## src/rtl/lc3b_ctrl_sequencer_pkg.sv

```systemverilog
// lc3b_ctrl_sequencer_pkg: LC-3b opcodes, control word, mux selects, sequencer states and the decode function
package lc3b_ctrl_sequencer_pkg;
  typedef enum logic [3:0] {
    op_br, op_add, op_ldb, op_stb, op_jsr, op_and, op_ldr, op_str,
    op_rti, op_not, op_ldi, op_sti, op_jmp, op_shf, op_lea, op_trap
  } lc3b_opcode;
  typedef enum logic [2:0] {alu_add, alu_and, alu_not, alu_pass, alu_sll, alu_srl, alu_sra} lc3b_aluop;
  localparam logic [2:0] ALUMUX_SR2 = 3'b000;
  localparam logic [2:0] ALUMUX_ADJ6 = 3'b001;
  localparam logic [2:0] ALUMUX_IMM4 = 3'b010;
  localparam logic [2:0] ALUMUX_SEXT5 = 3'b011;
  localparam logic [2:0] ALUMUX_TRAPVEC = 3'b100;
  localparam logic [2:0] ALUMUX_SEXT6 = 3'b101;
  localparam logic [2:0] REGMUX_ALU = 3'b000;
  localparam logic [2:0] REGMUX_MEM = 3'b001;
  localparam logic [2:0] REGMUX_PC = 3'b010;
  localparam logic [2:0] REGMUX_MEMB = 3'b011;
  localparam logic [2:0] REGMUX_LEA = 3'b100;
  localparam logic [1:0] PCMUX_PC2 = 2'b00;
  localparam logic [1:0] PCMUX_OFF = 2'b01;
  localparam logic [1:0] PCMUX_REG = 2'b10;
  localparam logic [1:0] PCMUX_MEM = 2'b11;
  typedef logic [1:0] seq_state_t;
  localparam seq_state_t S_RUN = 2'd0;
  localparam seq_state_t S_IND = 2'd1;
  localparam seq_state_t S_ERR = 2'd2;
  typedef struct packed {
    lc3b_opcode opcode;
    lc3b_aluop aluop;
    logic [2:0] alumux_sel;
    logic [2:0] regfilemux_sel;
    logic [1:0] pcmux_sel;
    logic storemux_sel;
    logic mem_read;
    logic mem_write;
    logic load_regfile;
    logic load_cc;
    logic load_pc;
    logic load_ifid;
    logic load_idex;
    logic load_exmem;
  } lc3b_control_word;
  // Indirect ops share the base+offset datapath of LDR/STR; the sequencer adds the second access.
  function automatic lc3b_control_word lc3b_decode(input lc3b_opcode op, input logic bit11,
                                                   input logic bit5, input logic bit4);
    lc3b_control_word c;
    c = '0;
    c.opcode = op;
    c.aluop = alu_pass;
    case (op)
      op_br: c.pcmux_sel = PCMUX_OFF;
      op_add, op_and: begin
        c.aluop = op == op_add ? alu_add : alu_and;
        c.alumux_sel = bit5 ? ALUMUX_SEXT5 : ALUMUX_SR2;
        c.load_regfile = 1'b1;
        c.load_cc = 1'b1;
      end
      op_not: begin
        c.aluop = alu_not;
        c.load_regfile = 1'b1;
        c.load_cc = 1'b1;
      end
      op_shf: begin
        c.aluop = !bit4 ? alu_sll : bit5 ? alu_sra : alu_srl;
        c.alumux_sel = ALUMUX_IMM4;
        c.load_regfile = 1'b1;
        c.load_cc = 1'b1;
      end
      op_ldr, op_ldi, op_ldb: begin
        c.aluop = alu_add;
        c.alumux_sel = op == op_ldb ? ALUMUX_SEXT6 : ALUMUX_ADJ6;
        c.regfilemux_sel = op == op_ldb ? REGMUX_MEMB : REGMUX_MEM;
        c.mem_read = 1'b1;
        c.load_regfile = 1'b1;
        c.load_cc = 1'b1;
      end
      op_str, op_sti, op_stb: begin
        c.aluop = alu_add;
        c.alumux_sel = op == op_stb ? ALUMUX_SEXT6 : ALUMUX_ADJ6;
        c.storemux_sel = 1'b1;
        c.mem_write = 1'b1;
      end
      op_jsr: begin
        c.pcmux_sel = bit11 ? PCMUX_OFF : PCMUX_REG;
        c.regfilemux_sel = REGMUX_PC;
        c.load_regfile = 1'b1;
      end
      op_jmp: c.pcmux_sel = PCMUX_REG;
      op_lea: begin
        c.regfilemux_sel = REGMUX_LEA;
        c.load_regfile = 1'b1;
        c.load_cc = 1'b1;
      end
      op_trap: begin
        c.alumux_sel = ALUMUX_TRAPVEC;
        c.regfilemux_sel = REGMUX_PC;
        c.pcmux_sel = PCMUX_MEM;
        c.mem_read = 1'b1;
        c.load_regfile = 1'b1;
      end
      default: c.pcmux_sel = PCMUX_PC2;
    endcase
    return c;
  endfunction
endpackage

```

## src/rtl/lc3b_ctrl_sequencer_decode.sv

```systemverilog
// lc3b_ctrl_decode: combinational ID-stage decode into an lc3b_control_word
module lc3b_ctrl_decode
  import lc3b_ctrl_sequencer_pkg::*;
(
  input  logic [3:0]       opcode,
  input  logic             bit11,
  input  logic             bit5,
  input  logic             bit4,
  output lc3b_control_word ctrl
);
  assign ctrl = lc3b_decode(lc3b_opcode'(opcode), bit11, bit5, bit4);
endmodule

```

## src/rtl/lc3b_ctrl_sequencer.sv

```systemverilog
// lc3b_ctrl_sequencer: ID-stage decode plus MEM-stage D-mem sequencer with indirect ops, watchdog and stall counter
module lc3b_ctrl_sequencer
  import lc3b_ctrl_sequencer_pkg::*;
#(
  parameter int TIMEOUT = 256,
  parameter int TMO_W = 9,
  parameter int STALL_CNT_W = 16,
  parameter int INDIRECT_EN = 1
) (
  input  logic                   clk,
  input  logic                   reset_n,
  input  logic [3:0]             opcode,
  input  logic                   bit11,
  input  logic                   bit5,
  input  logic                   bit4,
  output lc3b_control_word       ctrl,
  input  logic                   mem_valid,
  input  logic [3:0]             mem_opcode,
  input  logic                   dmem_resp,
  input  logic [15:0]            dmem_rdata,
  output logic                   dmem_read,
  output logic                   dmem_write,
  output logic                   addr_sel,
  output logic [15:0]            ptr_q,
  output logic                   stall,
  output logic                   err,
  output logic [STALL_CNT_W-1:0] stall_cnt
);
  localparam logic IND_EN = 1'(INDIRECT_EN != 0);
  localparam logic [TMO_W-1:0] TMO_LAST = TMO_W'(TIMEOUT > 0 ? TIMEOUT - 1 : 0);
  lc3b_control_word dec;
  lc3b_opcode mop;
  seq_state_t state, state_d;
  logic [TMO_W-1:0] tmo;
  logic ind_wr, acc_op, rd_op, ind_op, strobe, timeout;
  lc3b_ctrl_decode u_dec (.opcode(opcode), .bit11(bit11), .bit5(bit5), .bit4(bit4), .ctrl(dec));
  always_comb begin
    ctrl = dec;
    ctrl.load_pc = ~stall;
    ctrl.load_ifid = ~stall;
    ctrl.load_idex = ~stall;
    ctrl.load_exmem = ~stall;
  end
  assign mop = lc3b_opcode'(mem_opcode);
  assign acc_op = mem_valid & (mop inside {op_ldr, op_ldb, op_ldi, op_str, op_stb, op_sti, op_trap});
  assign ind_op = IND_EN & (mop == op_ldi | mop == op_sti);
  // The first access of an indirect store fetches the pointer, so it is a read.
  assign rd_op = acc_op & ~(mop == op_str | mop == op_stb | (mop == op_sti & ~IND_EN));
  // Outputs are forced low while reset is asserted so nothing strobes during reset.
  assign dmem_read = reset_n & (state == S_RUN ? rd_op : state == S_IND & ~ind_wr);
  assign dmem_write = reset_n & (state == S_RUN ? acc_op & ~rd_op : state == S_IND & ind_wr);
  assign addr_sel = reset_n & state == S_IND;
  assign stall = reset_n & (state == S_ERR | (state == S_IND & ~dmem_resp) |
                            (state == S_RUN & acc_op & (~dmem_resp | ind_op)));
  assign err = state == S_ERR;
  assign strobe = dmem_read | dmem_write;
  assign timeout = (TIMEOUT != 0) & strobe & ~dmem_resp & tmo == TMO_LAST;
  assign state_d = timeout ? S_ERR :
                   state == S_RUN & acc_op & ind_op & dmem_resp ? S_IND :
                   state == S_IND & dmem_resp ? S_RUN : state;
  always_ff @(posedge clk or negedge reset_n) begin
    if (!reset_n) begin
      state <= S_RUN;
      ptr_q <= '0;
      tmo <= '0;
      ind_wr <= 1'b0;
      stall_cnt <= '0;
    end else begin
      state <= state_d;
      tmo <= (dmem_resp | ~strobe | state_d != state) ? '0 : tmo + 1'b1;
      if (state == S_RUN & state_d == S_IND) begin
        ptr_q <= dmem_rdata;
        ind_wr <= mop == op_sti;
      end
      if (stall & ~&stall_cnt) stall_cnt <= stall_cnt + 1'b1;
    end
  end
endmodule

```

## config.mk

```make
export PLATFORM = sky130hd
export DESIGN_NAME = lc3b_ctrl_sequencer
export DESIGN_NICKNAME = d
export VERILOG_FILES = /design/src/rtl/lc3b_ctrl_sequencer_pkg.sv /design/src/rtl/lc3b_ctrl_sequencer_decode.sv /design/src/rtl/lc3b_ctrl_sequencer.sv
export SDC_FILE = /design/constraint.sdc
export NUM_CORES = 1
export LEC_CHECK = 0
export ABC_CLOCK_PERIOD_IN_PS = 2230
export BUFFER_PORTS_ARGS = -buffer_cell sky130_fd_sc_hd__clkbuf_2
export CORE_AREA = 2 2 74 76
export CTS_CLUSTER_DIAMETER = 60
export DETAILED_ROUTE_END_ITERATION = 8
export DIE_AREA = 0 0 76 78
export PLACE_DENSITY = 0.85
export SLEW_MARGIN = 20
export SYNTH_ARGS = -nofsm -noshare
export SYNTH_HDL_FRONTEND = slang
export SYNTH_HIERARCHICAL = 1
export SYNTH_SLANG_ARGS = --single-unit
export TNS_END_PERCENT = 20
```

## constraint.sdc

```tcl
create_clock -name clk -period 2.23 [get_ports clk]
set_input_delay 0.223 -clock clk [delete_from_list [all_inputs] [get_ports clk]]
set_output_delay 0.223 -clock clk [all_outputs]
set_load 0.05 [all_outputs]
```

==> results of run 1 <==
[worst paths after layout]
| check | from | end | slack, ns | cells after the start |
|---|---|---|---|---|
| worst min-delay path | dmem_rdata[5] | ptr_q[5] | 0.15 | 2 |
| worst max register to register | state[0] | stall_cnt[1] | 0.19 | 6 |
| min in group asynchronous | reset_n | state[1] | 0.34 | 2 |
| worst min register to register | tmo[0] | tmo[0] | 0.50 | 1 |
| worst max-delay path | reset_n | dmem_write | 0.13 | 5 |
| max in group asynchronous | reset_n | tmo[1] | 1.33 | 3 |
[metal layers]
layer	vias to the layer above	GRT usage, %	routed length, um
met5	-	0	0
met4	0	6.18	98
met3	10	3.84	248
met2	62	31.5	2860
met1	943	22.0	2120
li1	946	-	-
[flip-flops by register name (all words and copies together), names as in the netlist]
name and flops:
tmo 9, ptr_q 16, stall_cnt 16, state 2, ind_wr 1
[placed cells by master (no fill, tap or decap), types with 7 or more instances in the layout]
| cell type | n |
|---|---|
| inv_1 | 7 |
| nand3_1 | 9 |
| mux2_2 | 19 |
| xor2_1 | 17 |
| clkbuf_2 | 87 |
| a21oi_1 | 7 |
| dfrtp_1 | 44 |
| nor2_1 | 14 |
| nand2_1 | 12 |
| buf_4 | 12 |
[metrics by stage]
stage	cell area [sq um]	utilization, %	hold slack, ns	power [mW]
6_report	3090	61.3	0.149	2.59
5_1_grt	3090	61.3	0.140	2.70
4_1_cts	3070	61.0	0.140	2.61
3_5_place_dp	2940	58.2	0.131	1.98
3_3_place_gp	2940	58.2	0.126	1.96
2_1_floorplan	2410	-	-0.0726	1.72
[power by group through the flow]
stage          clock network (mW)  logic, mW  registers [mW]
2_1_floorplan                   0      0.310            1.41
6_report                    0.620      0.958            1.01
3_5_place_dp                    0      0.956            1.02
3_3_place_gp                    0      0.939            1.02
4_1_cts                     0.640      0.962            1.01
5_1_grt                     0.670       1.00            1.02
[what timing repair did]
item / 4_1_cts / 5_1_grt
hold endpoints to repair: 7 / 0
hold buffers: 1 / 0
pin swaps: 0 / 1
setup endpoints to repair: 4 / 3
setup buffers: 0 / 2
gates resized for setup: 1 / 1
[cell type report]
cell class / count / area [sq um] / area share (%)
multi-input cells: 150 / 1160 / 37.5
well taps: 70 / 87.6 / 2.84
repair buffers: 104 / 601 / 19.4
inverters: 7 / 26.3 / 0.851
clock buffers: 5 / 68.8 / 2.23
flip-flops and latches: 44 / 1100 / 35.6
clock inverters: 3 / 47.5 / 1.54
==> impl_results.md, run 1 <==
* Vias in the first global route at 1,868
* Number of inserted diodes at 0
* NetSw at 1.08 mW
* Tcrit/Tclk final at 94.2%
* Req. time, crit path at 2.01 ns
* H-tree Lvls at 2
* Worst slew pin tran at 0.327 ns
* Post-Synthesis Cell Area at 0.00240 sq mm
* Deepest clock path buffer count at 2
* Cell Rows at 26
* Antenna-violating nets left at 0
* Slowest stage delay, CP at 0.52 ns
* First-pass GRT wire length at 8620 um
* Avg WL per Cell at 13.9 um
* PortBufs at 91
* Detailed placer's ending HPWL at 4120 um
* Final-stage net count at 346
* Die height at 78 um
* Pwr/cell area at 837 mW/mm^2
* Via density at 5.12
* Placed cells at 372
* Routed wire length at 5330 um
* Syn. warnings at 6
* Core footprint at 0.00504 sq mm
* Mapped Cells at 218
* Worst slack, placed at 0.271 ns
* Internal power at 1.51 mW
* Final setup TNS at 0 ns
* Critical Path Sink Type: primary output
* I/O pin cnt at 92
* Slew headroom at 77.9%
* Hold WC Path Type: in2reg
* Clock net sink count at 44
* Antenna violations before repair at 0
* Final Hold Violating Endpoints at 0
* Crit path max-delay cell type: dlygate4sd3_1
* Total number of vias at 1,961
* Initial DRT Pass Iterations at 4
* Synth-to-layout area growth at 28.7%
* Final Critical Period at 2.10 ns
* Final setup vio count at 0
* Fmax achieved at 476 MHz
* Cell leakage power at 1.59 nW
* Comb pwr share at 37.1%
* Switching Share at 41.6%
* Sequential power share at 39.0%
* GPL Wtd Cong at 0.883
* Largest net degree at the start of global routing at 20
* RSZ-0062 raised after global routing: no
* GR Util All Layers at 18.0%
* Number of max-cap violations at 0
* Worst Skew at 0.0128 ns
* Syn nets at 252
* Clock power share at 24.0%
* DIE AREA at 0.00593 sq mm
* Non-Filler Instances at 383
* Peak supply drop at 0.648 mV
* Crit path cell chain: dlygate4sd3_1, buf_2, o211ai_2, o32ai_2, clkbuf_2
* Status: finished clean
* Critical path's top delay family: buffers and inverters
* Latest clock arrival within the worst-skew pair at 0.30 ns
* CP Max Fanout at 13
* DR DRC count at 0
* Fin worst setup slack at 0.129 ns
* Initial Utilization at 47.6%
* Critical path startpoint category: input port
* CTS tree: built
* Num CTS Buffers at 5
* Root buf cell: clkbuf_8
* Crit path buffers/inverters at 3
* Fraction of layout cells with a size suffix above 1 at 47.0%
* Clock transition at the registers of the reported paths at 0.09 ns
* Iteration-0 DRC Markers at 83
* Worst EP arrival at 1.88 ns
* Grt ovf at 0
* Slew Viols, Final at 0
* Mean Syn Cell Area at 11.0 sq um
* Number of fill cells in the layout at 398
* Die W at 76 um
* Crit Path Class: in2out
No activity file was read; power rests on OpenSTA's default activity.
==> run 2: changes to the inputs <==
--- a/config.mk
+++ b/config.mk
@@ -7,14 +7,13 @@
 export LEC_CHECK = 0
 export ABC_CLOCK_PERIOD_IN_PS = 2230
 export BUFFER_PORTS_ARGS = -buffer_cell sky130_fd_sc_hd__clkbuf_2
-export CORE_AREA = 2 2 74 76
+export CORE_AREA = 2 2 67 82
 export CTS_CLUSTER_DIAMETER = 60
 export DETAILED_ROUTE_END_ITERATION = 8
-export DIE_AREA = 0 0 76 78
-export PLACE_DENSITY = 0.85
+export DIE_AREA = 0 0 69 84
+export PLACE_DENSITY = 0.84
 export SLEW_MARGIN = 20
 export SYNTH_ARGS = -nofsm -noshare
 export SYNTH_HDL_FRONTEND = slang
-export SYNTH_HIERARCHICAL = 1
 export SYNTH_SLANG_ARGS = --single-unit
 export TNS_END_PERCENT = 20
==> run 2 against run 1 <==
Compared with the run above:
- clock power hardly changed
- highest routed layer unchanged
- hold slack better by 0.0047 ns
- worst setup slack hardly changed
==> impl_results.md, run 2 <==
* GPL Wtd Cong at 0.897 (was 0.883)
* Final setup vio count at 0 (unchanged)
* Peak supply drop at 0.463 mV (was 0.648 mV)
* Fraction of layout cells with a size suffix above 1 at 40.7% (was 47.0%)
* Yosys cell types at 40
* Die height at 84 um (was 78 um)
* Most frequent cells in the layout: clkbuf_2, dfrtp_1, nor2_1 (was clkbuf_2, dfrtp_1, mux2_2)
* Most common cell after layout, fill and taps aside: clkbuf_2 (unchanged)
* Routed wire length at 5050 um (was 5330 um)
* Worst slack, placed at 0.374 ns (was 0.271 ns)
* Die W at 69 um (was 76 um)
* Total number of vias at 1,956 (was 1,961)
* I/O pin cnt at 92 (unchanged)
* Vias in the first global route at 1,907 (was 1,868)
* Cell leakage power at 1.53 nW (was 1.59 nW)
* Number of inserted diodes at 0 (unchanged)
* Placed cells at 364 (was 372)
* PortBufs at 91 (unchanged)
* Syn nets at 254 (was 252)
* Final-stage net count at 345 (was 346)
* Deepest clock path buffer count at 2 (unchanged)
* Post-synth EDFFs at 0
* Slew Viols, Final at 0 (unchanged)
* Mapped Cells at 220 (was 218)
* Largest net degree at the start of global routing at 21 (was 20)
* Regs by FF count: ptr_q x16, stall_cnt x16, tmo x9 (unchanged)
* Number of max-cap violations at 0 (unchanged)
* Fmax achieved at 476 MHz (about the same)
* Dominant synthesized flop cell: dfrtp_1
* Critical path startpoint category: register (was input port)
* #FFs+latches synth at 44
* Fin worst setup slack at 0.129 ns (about the same)
* Worst setup path start: state[0] (was reset_n)
* Non-Filler Instances at 374 (was 383)
* Comb pwr share at 36.1% (was 37.1%)
* Mean Syn Cell Area at 10.6 sq um (was 11.0 sq um)
* RSZ-0062 raised after global routing: no (unchanged)
* Post-Synthesis Cell Area at 0.00232 sq mm (was 0.00240 sq mm)
* Slew headroom at 67.2% (was 77.9%)
* Req. time, crit path at 2.01 ns (about the same)
* Num CTS Buffers at 5 (unchanged)
* Cell Rows at 29 (was 26)
* Post-synth top area share at 47.4%
* R2R cell count at 9 (was 6)
* Via density at 5.23 (was 5.12)
* Iteration-0 DRC Markers at 129 (was 83)
* DR DRC count at 0 (unchanged)
* Detailed placer's ending HPWL at 3880 um (was 4120 um)
* Largest cells by area after synthesis: dfrtp_1, xnor2_1, mux2_4
* Post-synthesis sequential area ratio at 47.4%
* Internal power at 1.50 mW (was 1.51 mW)
* Antenna violations before repair at 0 (unchanged)
* Final Critical Period at 2.10 ns (about the same)
* Initial Utilization at 45.7% (was 47.6%)
* Critical Path Sink Type: primary output (unchanged)
* Worst slew pin tran at 0.491 ns (was 0.327 ns)
* Synth-to-layout area growth at 26.3% (was 28.7%)
* Clock power share at 24.4% (was 24.0%)
* Worst reg2reg path startpoint: tmo[0] (was state[0])
* Clock transition at the registers of the reported paths at 0.09 ns (about the same)
* RR Endpoint: tmo[6] (was stall_cnt[1])
* Status: finished clean (unchanged)
* H-tree Lvls at 2 (unchanged)
* Hold Slack at 0.154 ns (was 0.149 ns)
* Worst Skew at 0.00892 ns (was 0.0128 ns)
* Root buf cell: clkbuf_8 (unchanged)
* CTS tree: built (unchanged)
* First-pass GRT wire length at 8600 um (was 8620 um)
* Latest clock arrival within the worst-skew pair at 0.30 ns (about the same)
* Post-synth ARST share at 100%
* Avg WL per Cell at 13.5 um (was 13.9 um)
* Worst EP arrival at 1.88 ns (about the same)
* R2r setup slk at 0.32 ns (was 0.19 ns)
* Tcrit/Tclk final at 94.2% (about the same)
* DIE AREA at 0.00580 sq mm (was 0.00593 sq mm)
* Switching Share at 40.7% (was 41.6%)
* Hold WC Path Type: in2reg (unchanged)
* Crit Path Class: reg2out (was in2out)
* CP Max Fanout at 13 (unchanged)
* Commonest cells post-synth: dfrtp_1, nor2_1, xnor2_1, nand3_1, and3_1
* Initial DRT Pass Iterations at 6 (was 4)
* Antenna-violating nets left at 0 (unchanged)
* Cell taking the most area after synthesis: dfrtp_1
* Final Hold Violating Endpoints at 0 (unchanged)
* Count leader, synth: dfrtp_1
* NetSw at 1.03 mW (was 1.08 mW)
* Pwr/cell area at 862 mW/mm^2 (was 837 mW/mm^2)
* GR Util All Layers at 18.0% (about the same)
* Clock net sink count at 44 (unchanged)
* Worst setup endpoint: stall (was dmem_write)
* Grt ovf at 0 (unchanged)
* Sequential power share at 39.5% (was 39.0%)
* Syn. warnings at 0 (was 6)
* Core footprint at 0.00508 sq mm (was 0.00504 sq mm)
## run 2: layout make-up
| type | count | area (sq um) |
|---|---|---|
| Timing Repair Buffer | 100 | 528 |
| Clock buffer | 5 | 68.8 |
| Multi-Input combinational cell | 149 | 1070 |
| Sequential cell | 44 | 1100 |
| Inverter | 11 | 42.5 |
| Fill cell | 454 | 2150 |
| Clock inverter | 3 | 46.3 |
| Tap cell | 62 | 77.6 |
## run 2: power by group through the flow
stage,sequential (mW),combinational [mW],clock (mW)
floorplan,1.39,0.316,0
global placement,1.01,0.902,0
detailed placement,1.02,0.917,0
CTS,1.00,0.920,0.638
global route,1.02,0.962,0.684
finish,0.999,0.912,0.617
## run 2: routing by layer
layer	part of all wire, %	up-vias	GRT usage, %	wire [um]
met5	0	-	0	0
met4	0.61	0	3.92	31
met3	4.6	5	4.11	234
met2	51	58	31.6	2570
met1	44	952	22.5	2210
li1	-	941	-	-
## run 2: kinds of logic after synthesis
kind of cell | after synthesis | share of synthesized area, %
AOI/OAI and AO/OA | 26 | 7.38
xor gates and xnor gates | 22 | 8.29
adders and majority gates | 3 | 1.62
buffers and inverters | 27 | 6.57
DFF | 44 | 47.4
muxes | 17 | 9.53
and+or+nand+nor | 81 | 19.2
## run 2: metrics by stage
step,utilization [%],area (sq um),TNS (ns),total power [mW]
finish,57.8,2930,0,2.53
global route,57.8,2930,0,2.67
CTS,57.8,2930,0,2.56
detailed placement,55.1,2800,0,1.93
global placement,55.1,2800,0,1.91
floorplan,-,2320,-0.710,1.70
## run 2: worst min path at each step
stage	to	slack, ns	start	depth (start not counted)
2_1_floorplan	ind_wr	-0.07	reset_n	0
5_1_grt	ptr_q[15]	0.14	dmem_rdata[15]	2
3_5_place_dp	state[0]	0.16	reset_n	1
3_3_place_gp	state[0]	0.16	reset_n	1
4_1_cts	ptr_q[1]	0.15	dmem_rdata[1]	2
6_report	ptr_q[1]	0.15	dmem_rdata[1]	2
## run 2: what timing repair did
item | CTS | global route
hold endpoints to repair | 11 | 0
setup endpoints to repair | 0 | 1
buffers inserted | 0 | 0
resized for setup | 0 | 1
hold buffers | 2 | 0
## run 2: critical path: stages (launching register included)
cell	delay [ns]
dfrtp_1	0.43
and4bb_1	0.32
nand4_1	0.15
and3_4	0.24
clkinv_2	0.14
buf_2	0.29
==> run 3: changes to the inputs <==
--- a/config.mk
+++ b/config.mk
@@ -5,14 +5,13 @@
 export SDC_FILE = /design/constraint.sdc
 export NUM_CORES = 1
 export LEC_CHECK = 0
-export ABC_CLOCK_PERIOD_IN_PS = 2230
 export BUFFER_PORTS_ARGS = -buffer_cell sky130_fd_sc_hd__clkbuf_2
-export CORE_AREA = 2 2 67 82
+export CORE_AREA = 2 2 92 111
 export CTS_CLUSTER_DIAMETER = 60
 export DETAILED_ROUTE_END_ITERATION = 8
-export DIE_AREA = 0 0 69 84
-export PLACE_DENSITY = 0.84
-export SLEW_MARGIN = 20
+export DIE_AREA = 0 0 94 113
+export PLACE_DENSITY = 0.53
+export SLEW_MARGIN = 10
 export SYNTH_ARGS = -nofsm -noshare
 export SYNTH_HDL_FRONTEND = slang
 export SYNTH_SLANG_ARGS = --single-unit
==> run 3 against run 2 <==
Compared with the run above:
- core utilization down 26 points
- die area increased by 83%
- register-to-register slack better by 0.09 ns
- clock power is 24% higher
- hold slack gained 0.0085 ns
- flip-flop and latch count unchanged
- final cell count increased by 16%
- via count shrank 1.9%
- global-route usage decreased by 8.0 points
- design area grew 4.2%
- total power grew 5.9%
==> impl_results.md, run 3 (synthesis gave the netlist of run 2 again) <==
* Status: finished clean (unchanged)
* Req. time, crit path at 2.01 ns (about the same)
* Deepest clock path buffer count at 2 (unchanged)
* Die W at 94 um (was 69 um)
* Number of max-cap violations at 0 (unchanged)
* Fmax achieved at 483 MHz (was 476 MHz)
* Peak supply drop at 0.355 mV (was 0.463 mV)
* Latest clock arrival within the worst-skew pair at 0.29 ns (was 0.30 ns)
* Crit Path Class: in2out (was reg2out)
* Root buf cell: clkbuf_16 (was clkbuf_8)
* Critical path startpoint category: input port (was register)
* Comb pwr share at 34.1% (was 36.1%)
* Final setup vio count at 0 (unchanged)
* Vias in the first global route at 1,784 (was 1,907)
* Min-Delay Endpoint: ptr_q[15] (was ptr_q[1])
* Antenna violations before repair at 0 (unchanged)
* Regs by FF count: ptr_q x16, stall_cnt x16, tmo x9 (unchanged)
* CP Max Fanout at 8 (was 13)
* Hold path start: dmem_rdata[15] (was dmem_rdata[1])
* Antenna-violating nets left at 0 (unchanged)
* Critical path's top delay family: buffers and inverters (was simple AND/OR/NAND/NOR gates)
* Slowest stage delay, CP at 0.52 ns (was 0.43 ns)
* Worst slack, placed at 0.384 ns (was 0.374 ns)
* Slew headroom at 71.4% (was 67.2%)
* Fin worst setup slack at 0.161 ns (was 0.129 ns)
* Hold WC Path Type: in2reg (unchanged)
* Num CTS Buffers at 5 (unchanged)
* First-pass GRT wire length at 8480 um (was 8600 um)
* Critical Path Sink Type: primary output (unchanged)
* R2R cell count at 9 (unchanged)
* Internal power at 1.61 mW (was 1.50 mW)
* DIE AREA at 0.0106 sq mm (was 0.00580 sq mm)
* Iteration-0 DRC Markers at 49 (was 129)
* FF/Latch Area at 0.00110 sq mm (unchanged)
* Synth-to-layout area growth at 31.6% (was 26.3%)
* Most common cell after layout, fill and taps aside: clkbuf_2 (unchanged)
* Multi-input gate area at 0.00107 sq mm (unchanged)
* Placed cells at 424 (was 364)
* Number of inserted diodes at 0 (unchanged)
* Crit path max-delay cell type: dlygate4sd3_1 (was dfrtp_1)
* DR DRC count at 0 (unchanged)
* Crit path cell chain: dlygate4sd3_1, clkbuf_2, buf_4, nand3_1, o32ai_1, buf_2 (was and4bb_1, nand4_1, and3_4, clkinv_2, buf_2)
* Slew Viols, Final at 0 (unchanged)
* PortBufs at 91 (unchanged)
* Final Hold Violating Endpoints at 0 (unchanged)
* Non-Filler Instances at 434 (was 374)
* GR Util All Layers at 10.0% (was 18.0%)
* RSZ-0062 raised after global routing: no (unchanged)
* Final Critical Period at 2.07 ns (was 2.10 ns)
* Routed wire length at 5310 um (was 5050 um)
* Fraction of layout cells with a size suffix above 1 at 40.5% (was 40.7%)
* Core footprint at 0.00952 sq mm (was 0.00508 sq mm)
* Grt ovf at 0 (unchanged)
* Worst EP arrival at 1.85 ns (was 1.88 ns)
* Hold depth at 2 (unchanged)
* Cell leakage power at 1.54 nW (was 1.53 nW)
* Clock transition at the registers of the reported paths at 0.07 ns (was 0.09 ns)
* H-tree Lvls at 2 (unchanged)
* Clock power share at 28.5% (was 24.4%)
* CTS tree: built (unchanged)
* Worst reg2reg path startpoint: tmo[0] (unchanged)
* Cell Rows at 39 (was 29)
* NetSw at 1.07 mW (was 1.03 mW)
* Initial DRT Pass Iterations at 4 (was 6)
* Tcrit/Tclk final at 92.8% (was 94.2%)
* Switching Share at 39.9% (was 40.7%)
* GPL Wtd Cong at 0.768 (was 0.897)
* Crit path buffers/inverters at 4 (was 2)
* Pwr/cell area at 876 mW/mm^2 (was 862 mW/mm^2)
* Avg WL per Cell at 12.2 um (was 13.5 um)
* Worst slew pin tran at 0.429 ns (was 0.491 ns)
* Number of fill cells in the layout at 1,010 (was 454)
* Detailed placer's ending HPWL at 4080 um (was 3880 um)
* Total number of vias at 1,919 (was 1,956)
* Largest net degree at the start of global routing at 34 (was 21)
* Sequential power share at 37.4% (was 39.5%)
* Die height at 113 um (was 84 um)
* Initial Utilization at 24.4% (was 45.7%)
* Final-stage net count at 344 (was 345)
* R2r setup slk at 0.41 ns (was 0.32 ns)
* I/O pin cnt at 92 (unchanged)
* Most frequent cells in the layout: clkbuf_2, dfrtp_1, nor2_1 (unchanged)
* Clock net sink count at 44 (unchanged)
* RR Endpoint: tmo[6] (unchanged)
* Via density at 4.42 (was 5.23)
* Worst Skew at 0.00417 ns (was 0.00892 ns)
-- run 3: cell count changes in the layout (fill, tap and decap cells not counted) --
cell and delta:
buf_4 -1, clkbuf_8 -4, bufinv_16 -1, clkbuf_2 -1, clkbuf_16 +5, buf_12 +1, clkinvlp_4 +1, inv_6 -1
-- run 3: layout make-up --
type	count	share of cell area, %
clock buffers	6	4.54
clock inverters	2	0.491
inverters	11	1.39
multi-input cells	149	35.0
flip-flops and latches	44	36.0
well taps	123	5.03
repair buffers	99	17.5
-- run 3: per-layer routing --
metal	wire (um)	up-vias	GRT usage, %
li1	-	936	-
met1	2410	908	13.2
met2	2460	69	16.1
met3	370	6	2.66
met4	68	0	3.19
met5	0	-	0
-- run 3: worst max path at each step --
stage / from / to / depth (start not counted)
detailed placement: tmo[0] / tmo[6] / 9
floorplan: state[1] / stall_cnt[13] / 7
CTS: reset_n / dmem_write / 6
global placement: tmo[0] / tmo[3] / 9
global route: reset_n / dmem_write / 6
finish: reset_n / dmem_write / 6
-- run 3: worst register-to-register path, stage by stage, from the launching register on --
cell and delay, ns:
dfrtp_1 0.38, ha_1 0.20, nand3_1 0.13, nor2_1 0.20, and3_1 0.19, ha_1 0.21
inv_1 0.05, o21ai_1 0.11, buf_4 0.18, nor2_1 0.06
-- run 3: stage by stage --
step           total power, mW  utilization, %  instance area (sq um)  hold slack [ns]  TNS, ns
2_1_floorplan             1.70               -                   2320          -0.0726   -0.710
3_3_place_gp              1.93            30.3                   2880           0.0910        0
3_5_place_dp              1.93            30.3                   2880           0.0904        0
4_1_cts                   2.73            32.1                   3060            0.155        0
5_1_grt                   2.82            32.1                   3060            0.158        0
6_report                  2.68            32.1                   3060            0.162        0
-- run 3: power by group through the flow --
stage / logic [mW] / clock network (mW) / registers [mW]
2_1_floorplan: 0.316 / 0 / 1.39
3_3_place_gp: 0.912 / 0 / 1.01
3_5_place_dp: 0.918 / 0 / 1.02
4_1_cts: 0.922 / 0.806 / 1.00
5_1_grt: 0.964 / 0.837 / 1.02
6_report: 0.912 / 0.764 / 1.00
-- run 3: timing repair --
action / CTS / global route
hold endpoints to repair: 4 / 0
resized for setup: 0 / 1
setup buffers: 0 / 0
endpoints found under the setup margin: 0 / 1
hold buffers: 2 / 0
